<file path="config.mk">
export PLATFORM = sky130hd
export DESIGN_NAME = console_tx_sched
export DESIGN_NICKNAME = d
export VERILOG_FILES = /design/src/rtl/console_tx_sched.sv
export SDC_FILE = /design/constraint.sdc
export NUM_CORES = 1
export LEC_CHECK = 0
export CORE_MARGIN = 2
export CORE_UTILIZATION = 25
export CTS_CLUSTER_DIAMETER = 120
export DETAILED_ROUTE_END_ITERATION = 16
export GPL_TIMING_DRIVEN = 0
export PLACE_DENSITY = 0.36
export SLEW_MARGIN = 0
export SYNTH_ARGS = -nofsm -noshare
export SYNTH_HDL_FRONTEND = slang
export SYNTH_SLANG_ARGS = --single-unit
export TNS_END_PERCENT = 20
</file>
<file path="constraint.sdc">
create_clock -name w_clk -period 3.3 [get_ports w_clk]
set_input_delay 0.33 -clock w_clk [delete_from_list [all_inputs] [get_ports w_clk]]
set_output_delay 0.33 -clock w_clk [all_outputs]
set_load 0.01 [all_outputs]
</file>
<file path="src/rtl/console_tx_sched.sv">
// console_tx_sched: two-channel console byte scheduler in front of UartTx.
// ch0 carries tohost console characters, ch1 carries loader/system status bytes.
// Each channel owns a QDEPTH-entry FIFO, and a round-robin FSM hands bytes to
// UartTx one at a time.
// Optional feature macro: CONSOLE_CRLF_EN. When it is defined, every 0x0A is
// expanded to 0x0D,0x0A on the wire.
module console_tx_sched #(
   parameter int QDEPTH = 16
) (
   input  logic       w_clk,
   input  logic       w_rst,
   input  logic [7:0] c0_data,
   input  logic       c0_we,
   output logic       c0_full,
   input  logic [7:0] c1_data,
   input  logic       c1_we,
   output logic       c1_full,
   output logic [7:0] uart_data,
   output logic       uart_we,
   input  logic       uart_ready,
   output logic [1:0] ovf,
   output logic       busy
);

   localparam int AW = $clog2(QDEPTH);
   localparam int CW = AW + 1;
   localparam logic [CW-1:0] L_ONE   = {{(CW-1){1'b0}}, 1'b1};
   localparam logic [CW-1:0] L_ZERO  = {CW{1'b0}};
   localparam logic [CW-1:0] L_DEPTH = CW'(QDEPTH);

   typedef enum logic [1:0] {
      ST_IDLE  = 2'd0,
      ST_SEND  = 2'd1,
      ST_GUARD = 2'd2,
      ST_WAIT  = 2'd3
   } state_t;

   state_t        r_state;
   state_t        w_state_nxt;

   logic [7:0]    r_mem0 [QDEPTH];
   logic [7:0]    r_mem1 [QDEPTH];
   logic [CW-1:0] r_head0;
   logic [CW-1:0] r_cnt0;
   logic [CW-1:0] r_head1;
   logic [CW-1:0] r_cnt1;
   logic          r_last_grant;
   logic [1:0]    r_ovf;
   logic [7:0]    r_uart_data;
   logic          r_uart_we;
`ifdef CONSOLE_CRLF_EN
   logic          r_pend_lf;
   logic          w_set_pend;
`endif

   logic          w_full0;
   logic          w_full1;
   logic          w_empty0;
   logic          w_empty1;
   logic          w_push0;
   logic          w_push1;
   logic          w_pop0;
   logic          w_pop1;
   logic [CW-1:0] w_wsum0;
   logic [CW-1:0] w_wsum1;
   logic [7:0]    w_head0;
   logic [7:0]    w_head1;
   logic          w_grant;
   logic          w_gch;
   logic          w_do_pop;
   logic [7:0]    w_gbyte;
   logic [7:0]    w_send_byte;

   assign w_full0  = (r_cnt0 == L_DEPTH);
   assign w_full1  = (r_cnt1 == L_DEPTH);
   assign w_empty0 = (r_cnt0 == L_ZERO);
   assign w_empty1 = (r_cnt1 == L_ZERO);
   // A push into a full FIFO is dropped even if the same cycle pops.
   assign w_push0  = c0_we & ~w_full0;
   assign w_push1  = c1_we & ~w_full1;
   assign w_pop0   = w_grant & w_do_pop & ~w_gch;
   assign w_pop1   = w_grant & w_do_pop & w_gch;
   // Write slot is (head + count) mod QDEPTH; dropping the top bit does the mod.
   assign w_wsum0  = r_head0 + r_cnt0;
   assign w_wsum1  = r_head1 + r_cnt1;
   assign w_head0  = r_mem0[r_head0[AW-1:0]];
   assign w_head1  = r_mem1[r_head1[AW-1:0]];

   assign c0_full   = w_full0;
   assign c1_full   = w_full1;
   assign uart_data = r_uart_data;
   assign uart_we   = r_uart_we;
   assign ovf       = r_ovf;
   assign busy      = (r_state != ST_IDLE) | ~w_empty0 | ~w_empty1;

   // ch0 FIFO storage; entries need no reset because head/count define validity.
   always_ff @(posedge w_clk) begin
      if (w_push0) begin
         r_mem0[w_wsum0[AW-1:0]] <= c0_data;
      end
   end

   // ch1 FIFO storage.
   always_ff @(posedge w_clk) begin
      if (w_push1) begin
         r_mem1[w_wsum1[AW-1:0]] <= c1_data;
      end
   end

   // ch0 head and occupancy; a simultaneous push and pop leave the count unchanged.
   always_ff @(posedge w_clk) begin
      if (w_rst) begin
         r_head0 <= L_ZERO;
         r_cnt0  <= L_ZERO;
      end else begin
         if (w_pop0) begin
            r_head0 <= r_head0 + L_ONE;
         end
         case ({w_push0, w_pop0})
            2'b10:   r_cnt0 <= r_cnt0 + L_ONE;
            2'b01:   r_cnt0 <= r_cnt0 - L_ONE;
            default: r_cnt0 <= r_cnt0;
         endcase
      end
   end

   // ch1 head and occupancy.
   always_ff @(posedge w_clk) begin
      if (w_rst) begin
         r_head1 <= L_ZERO;
         r_cnt1  <= L_ZERO;
      end else begin
         if (w_pop1) begin
            r_head1 <= r_head1 + L_ONE;
         end
         case ({w_push1, w_pop1})
            2'b10:   r_cnt1 <= r_cnt1 + L_ONE;
            2'b01:   r_cnt1 <= r_cnt1 - L_ONE;
            default: r_cnt1 <= r_cnt1;
         endcase
      end
   end

   // Sticky overflow: remembers any push attempted while that FIFO was full.
   always_ff @(posedge w_clk) begin
      if (w_rst) begin
         r_ovf <= 2'b00;
      end else begin
         r_ovf <= r_ovf | {c1_we & w_full1, c0_we & w_full0};
      end
   end

   // Next-state logic, grant arbitration and selection of the byte to send.
   always_comb begin
      w_state_nxt = r_state;
      w_grant     = 1'b0;
      w_gch       = r_last_grant;
      w_do_pop    = 1'b0;
      w_gbyte     = 8'h00;
      w_send_byte = 8'h00;
`ifdef CONSOLE_CRLF_EN
      w_set_pend  = 1'b0;
`endif
      case (r_state)
         ST_IDLE: begin
            if (uart_ready && (!w_empty0 || !w_empty1)) begin
               w_grant     = 1'b1;
               w_state_nxt = ST_SEND;
               // The channel that did not win last time gets first claim.
               if (r_last_grant) begin
                  w_gch = w_empty0 ? 1'b1 : 1'b0;
               end else begin
                  w_gch = w_empty1 ? 1'b0 : 1'b1;
               end
`ifdef CONSOLE_CRLF_EN
               // A CR has gone out, so its LF must follow from the same channel.
               if (r_pend_lf) begin
                  w_gch = r_last_grant;
               end else begin
                  w_gch = w_gch;
               end
`endif
               w_gbyte = w_gch ? w_head1 : w_head0;
`ifdef CONSOLE_CRLF_EN
               if (r_pend_lf) begin
                  w_send_byte = 8'h0A;
                  w_do_pop    = 1'b1;
               end else if (w_gbyte == 8'h0A) begin
                  w_send_byte = 8'h0D;
                  w_do_pop    = 1'b0;
                  w_set_pend  = 1'b1;
               end else begin
                  w_send_byte = w_gbyte;
                  w_do_pop    = 1'b1;
               end
`else
               w_send_byte = w_gbyte;
               w_do_pop    = 1'b1;
`endif
            end else begin
               w_state_nxt = ST_IDLE;
            end
         end
         ST_SEND:  w_state_nxt = ST_GUARD;
         // READY from UartTx falls a cycle late, so it is not trusted here.
         ST_GUARD: w_state_nxt = ST_WAIT;
         ST_WAIT: begin
            if (uart_ready) begin
               w_state_nxt = ST_IDLE;
            end else begin
               w_state_nxt = ST_WAIT;
            end
         end
         default:  w_state_nxt = ST_IDLE;
      endcase
   end

   // State register, registered UART outputs and arbitration history.
   always_ff @(posedge w_clk) begin
      if (w_rst) begin
         r_state      <= ST_IDLE;
         r_last_grant <= 1'b1;
         r_uart_data  <= 8'h00;
         r_uart_we    <= 1'b0;
`ifdef CONSOLE_CRLF_EN
         r_pend_lf    <= 1'b0;
`endif
      end else begin
         r_state   <= w_state_nxt;
         r_uart_we <= w_grant;
         if (w_grant) begin
            r_uart_data  <= w_send_byte;
            r_last_grant <= w_gch;
`ifdef CONSOLE_CRLF_EN
            r_pend_lf    <= w_set_pend;
`endif
         end
      end
   end

endmodule
</file>
# ---- Word level (Yosys, flattened, before mapping)
# Memory sizes are Yosys's and may differ from the RTL's. A register that Yosys moved wholly into a read port is not among the register bits.
# Cells that the tools add are included.
dict set report totals {
  romBits 0
  regBits 34
  wordCells 77
  ram_bits 256
  latchBits 0
  input_bits 21
  mem_count 2
  output_inout_bits 14
}
# name depth width read_ports rd_clocked_by_memory_dff wr line_no
set memory_table {}
lappend memory_table {r_mem0 16 8 1 1 1 41} ;# logic [7:0] r_mem0 [QDEPTH];
lappend memory_table {r_mem1 16 8 1 1 1 42} ;# logic [7:0] r_mem1 [QDEPTH];
dict set report classes {
  n_eq_ne 9
  multipliers 0
  magnitude_cmp 0
  mux 25
  n_bitwise 14
  n_addsub 8
  n_div 0
  n_shift 0
  n_reduce_logical 10
}
# op count
set op_table {}
lappend op_table {{$mux W8} 3}
lappend op_table {{$add A5 B1 Y5 const B} 4}
lappend op_table {{$pmux W5 S2} 2}
lappend op_table {{$mux W4} 4}
lappend op_table {{$mux W1} 14}
lappend op_table {{$eq A5 B5 Y1 const B} 2}
lappend op_table {{$logic_not A5 Y1} 2}
lappend op_table {{$sub A5 B1 Y5 const B} 2}
lappend op_table {{$add A4 B4 Y4} 2}
lappend op_table {{$eq A2 B2 Y1 const B} 4}
lappend op_table {{$pmux W2 S4} 1}
lappend op_table {{$and A1 B1 Y1} 6}
lappend op_table {{$eq A2 B1 Y1 const B} 3}
lappend op_table {{$reduce_bool A2 Y1} 3}
lappend op_table {{$not A1 Y1} 5}
lappend op_table {{$logic_not A1 Y1} 2}
lappend op_table {{$logic_not A2 Y1} 1}
lappend op_table {{$mux W2} 1}
lappend op_table {{$or A1 B1 Y1} 2}
lappend op_table {{$or A2 B2 Y2} 1}
lappend op_table {{$logic_and A1 B1 Y1} 1}
lappend op_table {{$logic_or A1 B1 Y1} 1}

# ---- Longest topological paths before layout
dict set report logic_depth {
  word_depth 12
  ltp_mapped 13
  mapped_depth_nobuf 11
}

# ---- Least setup slack after synthesis
# OpenSTA, ideal clock, no wires.
dict set report synth_path {
  path_type {register to register}
  start {register r_cnt0[1]}
  end {register r_cnt1[4]}
  arrival_time_ps 2763
  required_time_ps 3177
  path_stages_with_launch 14
  period_less_slack_ps 2886
  path_buffers 3
  setup_time_ps 123
  path_slack_ps 414
  cell_sequence {dfxtp_1 > buf_2 > or4_4 > o21ai_2 > and2_1 > buf_2 > ha_1 > buf_6 > xor2_1 > ha_1 > nor4_1 > o21bai_1 > a31oi_1 > mux2_1}
}
dict set report synth_between {
  elab_chain_cells 10
  word_cells_on_any_way 17
  cone_classes {eq/ne: 2; mux: 9; bitwise: 1; reduce/logical: 5}
}
# element line_no
set synth_rtl {}
lappend synth_rtl {{start, declared} 44} ;# logic [CW-1:0] r_cnt0;
lappend synth_rtl {{start signal, assigned} 120} ;# 2'b10: r_cnt0 <= r_cnt0 + L_ONE;
lappend synth_rtl {{start signal, assigned} 121} ;# 2'b01: r_cnt0 <= r_cnt0 - L_ONE;
lappend synth_rtl {{start signal, assigned} 122} ;# default: r_cnt0 <= r_cnt0;
lappend synth_rtl {{$logic_not A5 Y1 *} 76} ;# assign w_empty0 = (r_cnt0 == L_ZERO);
lappend synth_rtl {{$mux W1} 171} ;# w_gch = w_empty0 ? 1'b1 : 1'b0;
lappend synth_rtl {{$mux W1} 170} ;# if (r_last_grant) begin
lappend synth_rtl {{$mux W1} 166} ;# if (uart_ready && (!w_empty0 || !w_empty1)) begin
lappend synth_rtl {{$mux W1} 164} ;# case (r_state)
lappend synth_rtl {{$mux W1} 166}
lappend synth_rtl {{$mux W1} 164}
lappend synth_rtl {{$and A1 B1 Y1 *} 82} ;# assign w_pop1 = w_grant & w_do_pop & w_gch;
lappend synth_rtl {{via w_pop1} 63} ;# logic w_pop1;
lappend synth_rtl {{$eq A2 B1 Y1 or $eq A2 B2 Y1 (tied branches)} 136} ;# case ({w_push1, w_pop1})
lappend synth_rtl {{$pmux W5 S2 or $reduce_bool A2 Y1 (tied branches)} n/a}
lappend synth_rtl {{end signal, assigned} 137} ;# 2'b10: r_cnt1 <= r_cnt1 + L_ONE;
lappend synth_rtl {{end signal, assigned} 138} ;# 2'b01: r_cnt1 <= r_cnt1 - L_ONE;
lappend synth_rtl {{end signal, assigned} 139} ;# default: r_cnt1 <= r_cnt1;
lappend synth_rtl {{end, declared} 46} ;# logic [CW-1:0] r_cnt1;
# Mark *: on every way through the listed nets, which the timed path passes. The rest lies on a longest branch. The select of a mux whose other input is x is not followed.
# A chain may end at the register's enable or synchronous reset.

# ---- Worst setup path in the final report
dict set report layout_path {
  start {register r_cnt0[1]}
  end {register r_cnt0[4]}
}
dict set report layout_between {
  elab_chain_cells 11
  word_cells_on_any_way 23
  cone_classes {add/sub: 2; eq/ne: 3; mux: 9; bitwise: 4; reduce/logical: 5}
}
# element line_no
set layout_rtl {}
lappend layout_rtl {{$logic_not A5 Y1 *} 76}
lappend layout_rtl {{$mux W1} 171}
lappend layout_rtl {{$mux W1} 170}
lappend layout_rtl {{$mux W1} 166}
lappend layout_rtl {{$mux W1} 164}
lappend layout_rtl {{$mux W1} 166}
lappend layout_rtl {{$mux W1} 164}
lappend layout_rtl {{$not A1 Y1} 81} ;# assign w_pop0 = w_grant & w_do_pop & ~w_gch;
lappend layout_rtl {{$and A1 B1 Y1 *} 81}
lappend layout_rtl {{via w_pop0} 62} ;# logic w_pop0;
lappend layout_rtl {{$eq A2 B1 Y1 or $eq A2 B2 Y1 (tied branches)} 119} ;# case ({w_push0, w_pop0})
lappend layout_rtl {{$pmux W5 S2 or $reduce_bool A2 Y1 (tied branches)} n/a}
# Marked as above.

==> run summary <==
GLOBAL ROUTING
---------------------------------------------------------------------------------
Initial antenna violation count ....................................            0
Global route total overflow ........................................            0
Largest net degree at the start of global routing ..................           17
Via count of the first global-routing pass .........................         6848
Global-route wire length before repair .............................     44500 um
All-Layer GR Usage .................................................        12.3%

DETAILED ROUTING
---------------------------------------------------------------------------------
Vias per std cell ..................................................         4.51
First-pass iteration count of the detailed router ..................            5
Residual DRC .......................................................            0
Routed length per placed instance ..................................      21.3 um
Routed via count ...................................................         6340
Wirelength, routed .................................................     29900 um
Initial drt markers ................................................          421
Number of routed nets with antenna violations ......................            0

SYNTHESIS
---------------------------------------------------------------------------------
Number of synthesized flops with an enable pin .....................          256
Number of different library cells in the post-synthesis netlist ....           50
Number of nets in the synthesized netlist ..........................          716
Mapped cell area ...................................................   12100 um^2
Seq cells post-synth ...............................................          296
Most instantiated flip-flop cell in the synthesis netlist ..........     edfxtp_1
Cell count after synthesis .........................................          680
Sequential-to-total area share from yosys stat .....................        70.3%
Avg Inst Size Synth ................................................    17.7 um^2
Number of warnings reported in the yosys synthesis log .............            0
FFs w/ async S/R, synth ............................................           0%

CLOCKING
---------------------------------------------------------------------------------
Clock latency of the later-clocked register in the worst-skew pair .      0.55 ns
Register clock-pin slew on the reported worst setup and hold paths .      0.06 ns
Clock tree buffer depth ............................................            3
Number of H-tree branching levels ..................................            2
Sinks on Clock Net .................................................          296
Number of buffers created by CTS ...................................           36
Root buf cell ......................................................    clkbuf_16
TritonCTS clock tree ...............................................        built
Hold buffer count at cts ...........................................            0

FINAL LAYOUT
---------------------------------------------------------------------------------
Layout cell share with drive strength beyond 1 .....................        20.5%
Layout overhead on the synthesized area ............................        19.8%
Most common library cell in the layout ignoring fill and taps ......     edfxtp_1
Area occupied by multi-input gates .................................    3440 um^2
Antenna Cells ......................................................            0
Final Net Count ....................................................          800
Sequential Area ....................................................    8490 um^2
Fillcell total .....................................................         4686
Post-route standard cell area excluding fillers ....................   14500 um^2
Most frequent cells in the layout .................................. edfxtp_1 (256), mux4_2 (64), nor2_1 (61)

FLOORPLANNING
---------------------------------------------------------------------------------
Site row count .....................................................           80
Core ar. ...........................................................   47600 um^2
DIE AREA ...........................................................   50000 um^2
Starting density of the core .......................................        25.3%
Ports placed on the boundary .......................................           35
Height of the die ..................................................       224 um
X dimension of the die .............................................       224 um

SETUP PATH
---------------------------------------------------------------------------------
Signal arrival time at the worst endpoint ..........................      3.61 ns
Crit path max fanout ...............................................           10
Worst endpoint required time .......................................      3.72 ns
CP Capture Type ....................................................    flip-flop
CP startpoint kind .................................................    flip-flop
Critical setup path kind ........................................... flip-flop to flip-flop

STA
---------------------------------------------------------------------------------
Period minus WS final ..............................................      3.20 ns
Fin crit share .....................................................        96.9%
Tightest Pin Transition ............................................     0.950 ns
Endpoints failing setup ............................................            0
Post-Route Skew ....................................................    0.0182 ns
Relative max-transition margin .....................................        36.4%
Worst Slack Setup Final ............................................     0.103 ns
Number of max-slew violations in the final report ..................            0
Final Hold Fails ...................................................            0
Maximum clock rate .................................................    0.313 GHz
Hold WS ............................................................     0.455 ns

PLACED DESIGN
---------------------------------------------------------------------------------
Count of input and output buffers ..................................           34
Worst slack after detailed placement ...............................    -0.438 ns
Final Wtd Congestion ...............................................        0.754
Placed instance area ...............................................   13300 um^2
Detailed placer's ending HPWL ......................................     20400 um

PWR
---------------------------------------------------------------------------------
Leakage component of the power .....................................   0.00454 uW
Power density over the cells .......................................  778 nW/um^2
Worst IR Drop VDD ..................................................   0.000336 V

MIN PATH
---------------------------------------------------------------------------------
Path type of the worst min-delay path .............................. primary input to flip-flop

RUN
---------------------------------------------------------------------------------
# Max-Cap Violations ...............................................            0

RUN STATUS
---------------------------------------------------------------------------------
Outcome ............................................................ finished clean

power by group:
| group | internal (uW) | switching (uW) |
|---|---|---|
| sequential | 4490 | 175 |
| clock | 2160 | 1540 |
| combinational | 1270 | 1610 |
path summary, 6_finish.rpt:
check | startpoint | to | slack [ns] | depth (start not counted)
setup / recovery | r_cnt0[1] | r_cnt0[4] | 0.10 | 12
hold / removal | uart_ready | r_state[0] | 0.46 | 2
hold reg to reg | ovf[1] | ovf[1] | 0.47 | 2
setup reg to reg | r_cnt0[1] | r_cnt0[4] | 0.10 | 12
layer usage:
metal  global-route usage [%]  share of wire, %
met4                     3.61               2.2
met2                     21.3                50
met5                        0                 0
met3                     2.68               4.1
met1                     15.4                44
metrics by stage:
| stage | power, uW | instances | utilization (%) | setup TNS, ns |
|---|---|---|---|---|
| 2_1_floorplan | 6610 | 680 | - | 0 |
| 3_3_place_gp | 7510 | 1329 | 27.7 | -30.35 |
| 3_5_place_dp | 7630 | 1338 | 27.9 | -1.93 |
| 4_1_cts | 11400 | 1402 | 30.3 | 0 |
| 5_1_grt | 11800 | 1405 | 30.4 | -0.00104 |
| 6_report | 11300 | 1405 | 30.4 | 0 |
worst max-delay path: stages (launching register included):
cell and delay, ns:
dfxtp_1 0.35, buf_2 0.19, or4_4 0.59, o21ai_4 0.22
nor2_2 0.11, ha_1 0.26, buf_2 0.20, xor2_1 0.16
ha_1 0.20, and3_1 0.18, a311oi_2 0.34, a21oi_1 0.07
nand3b_1 0.19
synth_stat cells, drive strengths merged (3+ instances only):
master | instances | area (um^2)
edfxtp | 256 | 7690
mux4 | 64 | 1440
nor2 | 62 | 233
dfxtp | 40 | 801
a211oi | 25 | 188
a21oi | 21 | 105
buf | 21 | 145
mux2i | 20 | 200
nor2b | 18 | 113
clkbuf | 17 | 63.8
nand2 | 17 | 63.8
xor2 | 14 | 123
ha | 13 | 163
nor4 | 12 | 90.1
xnor2 | 10 | 87.6
a221o | 9 | 90.1
o21ai | 7 | 53.8
inv | 5 | 18.8
nand3 | 5 | 25.0
nand3b | 4 | 30.0
nand4 | 4 | 25.0
a21o | 3 | 22.5
nor3 | 3 | 15.0
nor3b | 3 | 22.5
or4 | 3 | 30.0
repair_timing:
item	in CTS	in global routing
cloned	0	0
resized for setup	5	7
setup endpoints to repair	2	5
pin swaps	0	2
setup buffers	0	3
state kept, by name, indices dropped and copies added (netlist names), 2 cells and up, named ones only:
register   count
r_state        2
r_mem0       128
r_head0        4
r_head1        4
r_mem1       128
ovf            2
uart_data      8
r_cnt1         5
r_cnt0         5
cell families (layout without fill, tap and decap cells):
group | count (synthesis) | count (layout) | synth area share [%]
flops | 296 | 296 | 70.3
simple gates | 141 | 141 | 5.96
mux | 86 | 86 | 13.8
compound gates | 75 | 75 | 4.59
buf+inv | 43 | 153 | 1.89
xor+xnor | 24 | 24 | 1.74
fa+ha+maj | 15 | 15 | 1.68
layout make-up:
| class | count | share of cell area, % |
|---|---|---|
| Sequential cell | 296 | 58.7 |
| Multi-Input combinational cell | 341 | 23.8 |
| Clock buffer | 44 | 6.64 |
| Tap cell | 615 | 5.32 |
| Timing Repair Buffer | 46 | 2.98 |
| Buffer | 38 | 1.47 |
| Clock inverter | 20 | 0.995 |
| Inverter | 5 | 0.130 |
(Power assumes the default switching activity.)
